--- src/rtl/keypad_pkg.sv ---
// rtl/keypad_pkg.sv - shared types, constants and column helpers for the keypad scanner
package keypad_pkg;

    typedef enum logic [1:0] {SCAN, DEB_PRESS, PRESSED, DEB_RELEASE} kp_state_t;

    localparam int          N_ROWS   = 4;
    localparam int          N_COLS   = 4;
    localparam logic [3:0]  ROW_IDLE = 4'b1111;

    // Index of the lowest-numbered low (pressed) column.
    function automatic logic [1:0] lowest_low(input logic [N_COLS-1:0] cols);
        lowest_low = 2'd0;
        for (int i = N_COLS - 1; i >= 0; i--) begin
            if (!cols[i]) lowest_low = 2'(i);
        end
    endfunction

    function automatic logic multi_low(input logic [N_COLS-1:0] cols);
        logic [N_COLS-1:0] low;
        low       = ~cols;
        multi_low = (low & (low - 4'd1)) != 4'd0;
    endfunction

endpackage

--- src/rtl/sync_2ff.sv ---
// rtl/sync_2ff.sv - two-flop synchronizer, resets to all-ones
module sync_2ff #(
    parameter int W = 1
) (
    input  logic         clk,
    input  logic         rstn,
    input  logic [W-1:0] d,
    output logic [W-1:0] q
);

    logic [W-1:0] meta;

    always_ff @(posedge clk or negedge rstn) begin
        if (!rstn) begin
            meta <= '1;
            q    <= '1;
        end else begin
            meta <= d;
            q    <= meta;
        end
    end

endmodule

--- src/rtl/keypad_scanner.sv ---
// rtl/keypad_scanner.sv - 4x4 keypad row scanner with press/release debounce
module keypad_scanner
    import keypad_pkg::*;
#(
    parameter int SETTLE_CYCLES   = 100,
    parameter int DEBOUNCE_CYCLES = 200000,
    parameter int CNT_W           = 18
) (
    input  logic       clk,
    input  logic       rstn,
    input  logic [3:0] col_n,
    output logic [3:0] row_n,
    output logic       key_valid,
    output logic [3:0] key_code,
    output logic       key_held,
    output logic       multi_key
);

    localparam int RW = $clog2(N_ROWS);
    localparam logic [CNT_W-1:0] SETTLE_LAST = CNT_W'(SETTLE_CYCLES - 1);
    localparam logic [CNT_W-1:0] DEB_LAST    = CNT_W'(DEBOUNCE_CYCLES - 1);
    localparam logic [CNT_W-1:0] CNT_ONE     = CNT_W'(1);

    logic [3:0]       cols;
    kp_state_t        state, nxt_state;
    logic [RW-1:0]    row_idx, nxt_row;
    logic [CNT_W-1:0] cnt, nxt_cnt;
    logic [3:0]       pat, nxt_pat;
    logic             nxt_valid, nxt_held, nxt_multi;
    logic [3:0]       nxt_code;

    sync_2ff #(.W(4)) u_col_sync (
        .clk  (clk),
        .rstn (rstn),
        .d    (col_n),
        .q    (cols)
    );

    always_comb begin
        row_n = ROW_IDLE & ~(4'b0001 << row_idx);
    end

    always_ff @(posedge clk or negedge rstn) begin
        if (!rstn) begin
            state     <= SCAN;
            row_idx   <= '0;
            cnt       <= '0;
            pat       <= ROW_IDLE;
            key_valid <= 1'b0;
            key_code  <= 4'd0;
            key_held  <= 1'b0;
            multi_key <= 1'b0;
        end else begin
            state     <= nxt_state;
            row_idx   <= nxt_row;
            cnt       <= nxt_cnt;
            pat       <= nxt_pat;
            key_valid <= nxt_valid;
            key_code  <= nxt_code;
            key_held  <= nxt_held;
            multi_key <= nxt_multi;
        end
    end

    // Counters only increment below their terminal value, so they never wrap.
    always_comb begin
        nxt_state = state;
        nxt_row   = row_idx;
        nxt_cnt   = cnt;
        nxt_pat   = pat;
        nxt_valid = 1'b0;
        nxt_code  = key_code;
        nxt_held  = key_held;
        nxt_multi = multi_key;
        case (state)
            SCAN: begin
                if (cnt == SETTLE_LAST) begin
                    nxt_cnt = '0;
                    if (cols == ROW_IDLE) begin
                        nxt_row = row_idx + 1'b1;
                    end else begin
                        nxt_pat   = cols;
                        nxt_state = DEB_PRESS;
                    end
                end else begin
                    nxt_cnt = cnt + CNT_ONE;
                end
            end
            DEB_PRESS: begin
                if (cols == ROW_IDLE) begin
                    nxt_state = SCAN;
                    nxt_row   = row_idx + 1'b1;
                    nxt_cnt   = '0;
                end else if (cols != pat) begin
                    nxt_pat = cols;
                    nxt_cnt = '0;
                end else if (cnt == DEB_LAST) begin
                    nxt_valid = 1'b1;
                    nxt_code  = {row_idx, lowest_low(pat)};
                    nxt_held  = 1'b1;
                    nxt_multi = multi_low(pat);
                    nxt_state = PRESSED;
                    nxt_cnt   = '0;
                end else begin
                    nxt_cnt = cnt + CNT_ONE;
                end
            end
            PRESSED: begin
                if (cols == ROW_IDLE) begin
                    nxt_state = DEB_RELEASE;
                    nxt_cnt   = '0;
                end
            end
            DEB_RELEASE: begin
                if (cols != ROW_IDLE) begin
                    nxt_state = PRESSED;
                    nxt_cnt   = '0;
                end else if (cnt == DEB_LAST) begin
                    nxt_held  = 1'b0;
                    nxt_state = SCAN;
                    nxt_row   = row_idx + 1'b1;
                    nxt_cnt   = '0;
                end else begin
                    nxt_cnt = cnt + CNT_ONE;
                end
            end
            default: nxt_state = SCAN;
        endcase
    end

endmodule
--- config.mk ---
export PLATFORM = sky130hd
export DESIGN_NAME = keypad_scanner
export DESIGN_NICKNAME = d
export VERILOG_FILES = /design/src/rtl/keypad_pkg.sv /design/src/rtl/sync_2ff.sv /design/src/rtl/keypad_scanner.sv
export SDC_FILE = /design/constraint.sdc
export NUM_CORES = 1
export LEC_CHECK = 0
export CAP_MARGIN = 20
export CORE_MARGIN = 2
export CORE_UTILIZATION = 30
export CTS_BUF_LIST = sky130_fd_sc_hd__clkbuf_8
export CTS_CLUSTER_DIAMETER = 50
export DETAILED_ROUTE_END_ITERATION = 6
export PLACE_DENSITY_LB_ADDON = 0.08
export SKIP_CTS_REPAIR_TIMING = 1
export SYNTH_ARGS = -nofsm -noshare
export SYNTH_HDL_FRONTEND = slang
export SYNTH_SLANG_ARGS = --single-unit
--- constraint.sdc ---
create_clock -name clk -period 1.85 [get_ports clk]
set_input_delay 0.2775 -clock clk [delete_from_list [all_inputs] [get_ports clk]]
set_output_delay 0.2775 -clock clk [all_outputs]
set_load 0.02 [all_outputs]
# Yosys cells after proc, flatten, opt, wreduce, memory -nomap -nowiden
# Index checks and enable logic that the tools add are counted.
# classes
order_cmp	0
eq_ne	20
div	0
addsub	3
multipliers	0
n_shift	1
reduce_logical	10
bitwise	5
muxes	40
# ops
op	n
two-way mux 18 bit	6
one-hot mux 18 bit (4 select lines)	1
two-way mux 2 bit	16
adder 18 x 1 -> 18 bit, second input constant	1
== test 18 bit, second input constant	1
== test 18 x 7 -> 1 bit, second input constant	1
!= test 2 bit, second input constant	9
two-way mux 4 bit	4
AND reduction 6 bit	2
two-way mux 1 bit	9
!= test 3 bit, second input constant	3
inverter 4 bit	2
one-hot mux 2 bit (4 select lines)	1
one-hot mux 4 bit (2 select lines)	1
AND reduction 4 bit	2
one-hot mux 2 bit (3 select lines)	1
AND reduction 5 bit	1
AND 4 bit	1
== test 2 bit, second input constant	2
== test 4 bit, second input constant	1
!= test 4 bit	1
!= test 4 bit, second input constant	1
nonzero test 2 bit	2
nonzero test 4 bit	1
8 further kinds	9
# totals
output_inout_bits	11
inputBits	6
mem_bits_ro	0
mem_count	0
latch_bits	0
ramBits	0
word_cells	89
ff_bits	41

# Logic depth before layout (Yosys ltp)
# Gate-level depths: netlist of the first run.
# logic_depth
word_depth	5
mapped_depth	8
ltp_nobuf	7

# Hierarchy
# Synthesis of the first run repeated with hierarchy kept, for this count alone.
# hier_totals
cells_unflattened	185
area_unflattened_um2	2058.2
# modules_own_cells
module	instances	cells_per_inst	area_each_um2
keypad_scanner	1	177	1848.0
sync_2ff	1	8	210.2

# Worst setup path after synthesis of the first run
# OpenSTA, ideal clock, no wires.
# synth_path
path_type	flip-flop to flip-flop
start	register cnt[0]
end	register row_idx[1]
stages_incl_launch_ff	8
slack_ps	-154
n_path_buf	0
t_required_ps	1725
t_arrival_ps	1880
path_cell_list	dfrtp_1 ha_1 nand3_2 or2_4 nor4_4 nand2_2 a21oi_2 mux2_2
# synth_between
elab_chain_cells	3
word_cells_on_any_way	5
# synth_rtl
element	line	text
start, declared	keypad_scanner.sv:27	logic [CNT_W-1:0] cnt, nxt_cnt;
start signal, assigned	keypad_scanner.sv:56	cnt <= nxt_cnt;
== test 18 x 7 -> 1 bit / == test 18 bit (equally long branches)	keypad_scanner.sv:77, keypad_scanner.sv:118	
!= test 2 bit (no source line)	--	
AND reduction 4 bit (no source line) *	--	
end signal, assigned	keypad_scanner.sv:55	row_idx <= nxt_row;
end, declared	keypad_scanner.sv:26	logic [RW-1:0] row_idx, nxt_row;
# Mark *: on every way between the ends. The rest lies on a longest branch, timed or not.
# A chain may end at the register's enable or synchronous reset.

# Worst setup path after layout of the first run
# layout_path
start	register u_col_sync.q[2]
end	register cnt[14]
# layout_between
elab_chain_cells	4
word_cells_on_any_way	8
# layout_rtl
element	line	text
start, declared	sync_2ff.sv:8	output logic [W-1:0] q
start signal, assigned	sync_2ff.sv:19	q <= meta;
!= test 4 bit	keypad_scanner.sv:94	end else if (cols != pat) begin
two-way mux 18 bit	keypad_scanner.sv:94	
two-way mux 18 bit	keypad_scanner.sv:90	if (cols == ROW_IDLE) begin
one-hot mux 18 bit (4 select lines)	keypad_scanner.sv:75	case (state)
# Parallel ways exist; a longest one is shown, timed or not.

==> results of run 1 <==
[power by group]
group          leakage, nW  switching (mW)  internal (mW)
combinational        0.684          0.0277         0.0225
clock               0.0482           0.316          0.262
sequential           0.516         0.00707          0.912
total                 1.25           0.351           1.20
[metrics by stage]
step           worst slack, ns  cell area (um^2)  power [mW]  std cells
6_report                -0.143              2850        1.55        318
5_1_grt                 -0.244              2850        1.63        318
4_1_cts                 -0.145              2610        1.57        313
3_5_place_dp            -0.131              2530       0.985        305
3_3_place_gp           -0.0960              2530       0.983        305
2_1_floorplan          -0.0276              2000       0.944        177
[area by class of cell]
type	count	area (um^2)	share of cell area, %
sequential	41	1040	36.5
clock buffer	5	68.8	2.42
multi-input combinational	126	1070	37.4
inverter	7	26.3	0.922
timing repair buffer	59	534	18.8
clock inverter	3	16.3	0.571
tap	77	96.3	3.38
[layer usage]
metal	up-vias	GRT usage, %
li1	751	-
met1	734	15.2
met2	22	19.1
met3	9	3.21
met4	0	4.47
met5	-	0
[synthesized netlist by cell type, drive strengths merged (3+ instances only)]
| library cell | instances |
|---|---|
| a21boi | 3 |
| a21oi | 3 |
| and3 | 5 |
| and4 | 3 |
| buf | 3 |
| dfrtp | 29 |
| dfstp | 12 |
| ha | 5 |
| inv | 7 |
| mux2 | 10 |
| nand2 | 18 |
| nand3 | 9 |
| nand3b | 3 |
| nand4 | 3 |
| nor2 | 13 |
| nor3 | 3 |
| nor4 | 4 |
| o21ai | 11 |
| xor2 | 12 |
[how the worst max path moves through the flow]
stage          slack (ns)  cells after the start            start          end
3_5_place_dp        -0.13                      6          cnt[14]    multi_key
6_report            -0.14                      6  u_col_sync.q[2]      cnt[14]
5_1_grt             -0.24                      6  u_col_sync.q[2]      cnt[12]
4_1_cts             -0.14                      6          cnt[14]    multi_key
2_1_floorplan       -0.03                      6          cnt[14]   row_idx[1]
3_3_place_gp         -0.1                      6          cnt[14]  key_code[3]
[cells by family after synthesis]
kind of cell	synth area share (%)
AOI/OAI and AO/OA	8.49
xor gates and xnor gates	6.16
adders and majority gates	3.14
buffers and inverters	2.39
DFF	52.3
muxes	6.16
and+or+nand+nor	21.3
[critical path: stages, from the launching register on]
cell and delay (ns):
dfstp_2 0.58, xor2_2 0.09, nor4_4 0.39, a31oi_2 0.17, o21a_4 0.26, or3_1 0.34
o21ai_1 0.08
[placed cells by master (no fill, tap or decap), types with 4 or more instances in the layout]
cell type        instances
nand2_1                 17
buf_6                    7
dfrtp_1                 29
and3_1                   5
mux2_2                   9
nand3_1                  6
nor2_2                   7
xor2_2                   4
inv_1                    7
clkdlybuf4s50_1         12
buf_4                   33
clkbuf_8                 5
o21ai_0                  4
o21ai_1                  4
xor2_1                   8
dfstp_2                 12
ha_1                     5
[flip-flops by register name (all words and copies together) (netlist names), named ones only]
register         count
key_code             4
cnt                 18
multi_key            1
pat                  4
key_valid            1
key_held             1
u_col_sync.meta      4
row_idx              2
u_col_sync.q         4
state                1
==> out/metrics.yaml, run 1 <==
power:
  leakage_nw: 1.25
  power-per-cell-area_nw_per_um2: 543
  vdd_drop_max_uv: 309
detailed_routing:
  drt_iter0_drc: 60
  drt-met1-wl_um: 1970
  met3RoutedLength_um: 133
  wl_per_cell_um: 13.0
  viasPerCell: 4.77
  routed_wl_um: 4140
  vias: 1516
  drc: 0
  dr.pass1.iters: 4
  ant_nets: 0
  wl_met2_um: 1970
  top_layer: "met4"
placed_design:
  gp_congestion: 0.814
  hpwl_um: 3000
  portBuffers: 16
floorplan:
  initial_core_util_pct: 31.2
  chipHeight_um: 85.4
  core-area_um2: 6390
  io_pins: 17
  rows: 29
  fp.dieW_um: 85.4
  die_area_um2: 7300
sta:
  fin_crit_ns: 1.99
  setup_viol: 15
  hold_violations: 0
  finalSetupTns_ns: -0.910
  fin_hold_ws_ns: 0.359
  period_share_pct: 108
  slew_headroom_pct: 66.8
  worst_slack_ns: -0.143
  fmax_mhz: 502
  finalMaxSlewViolations: 0
  clock_skew_ns: 0.00681
  rsz0062_at_grt: "true"
  worst_pin_slew_ns: 0.498
critical_path:
  end_kind: "register"
  crit_type: "reg -> reg"
  crit_required_ns: 2.07
  startpoint_type: "register"
  reg2reg_to: "cnt[14]"
  path_max_fanout: 4
  r2r_start: "u_col_sync.q[2]"
  reg2reg_depth: 6
  reg2reg_slack_ns: -0.14
  crit_arrival_ns: 2.21
status:
  violations: "negative setup slack"
  status: "finished with violations"
yosys:
  yosysWarnings: 0
  async_flop_share_pct: 100
  synth_nets: 188
  synth_edf_count: 0
  netlist.area_leader.share_pct: 36.5
  postSynthAreaPerCell_um2: 11.2
  yosysSeqAreaShare_pct: 52.3
  synth_cell_type_count: 41
  synthCells: 177
  syn_area_um2: 1990
  synth.area.top_cells: "dfrtp_1 36%, dfstp_2 16%, mux2_2 5.7%"
  yosys.area.top_type: "dfrtp_1"
  synth_seq_cells: 41
  ys.flop_type: "dfrtp_1"
cells_and_area:
  fillerInstances: 590
  antenna_cells: 0
  final_util_pct: 44.6
  drive_above_1_share_pct: 45.2
  area_growth_pct: 43.2
  nNetsFinal: 251
grt:
  first_global_vias: 1524
  grt_overflow_total: 0
  grt.total_usage_pct: 11.8
  grt_max_degree: 23
  grt_pass1_wl_um: 6890
  antenna_found_initial: 0
clocking:
  cts_tree: "built"
  clk_latency_ns: 0.29
  clkTransAtPathRegs_ns: 0.08
  cts.sinks: 41
  clk_path_buf_depth: 2
  htree_num_levels: 2
  cts_root_buf: "clkbuf_8"
  cts_buffers: 5
min_path:
  min_path_type: "reg -> reg"
  min_to: "u_col_sync.q[3]"
  hp-start: "u_col_sync.meta[3]"
  hold_depth: 0
job:
  cap_viol_max_count: 0
Note: power is estimated with default switching activity, not from simulation.
==> run 2, diff against run 1 <==
--- a/config.mk
+++ b/config.mk
@@ -13,6 +13,7 @@
 export DETAILED_ROUTE_END_ITERATION = 6
 export PLACE_DENSITY_LB_ADDON = 0.08
 export SKIP_CTS_REPAIR_TIMING = 1
+export SLEW_MARGIN = 20
 export SYNTH_ARGS = -nofsm -noshare
 export SYNTH_HDL_FRONTEND = slang
 export SYNTH_SLANG_ARGS = --single-unit
==> results of run 2 <==
The final DEF is identical to that of run 1; final timing and power are the same.
==> run 3, diff against run 2 <==
--- a/config.mk
+++ b/config.mk
@@ -13,7 +13,6 @@
 export DETAILED_ROUTE_END_ITERATION = 6
 export PLACE_DENSITY_LB_ADDON = 0.08
 export SKIP_CTS_REPAIR_TIMING = 1
-export SLEW_MARGIN = 20
 export SYNTH_ARGS = -nofsm -noshare
 export SYNTH_HDL_FRONTEND = slang
 export SYNTH_SLANG_ARGS = --single-unit
==> results of run 3 <==
The final DEF is identical to that of run 1; final timing and power are the same.
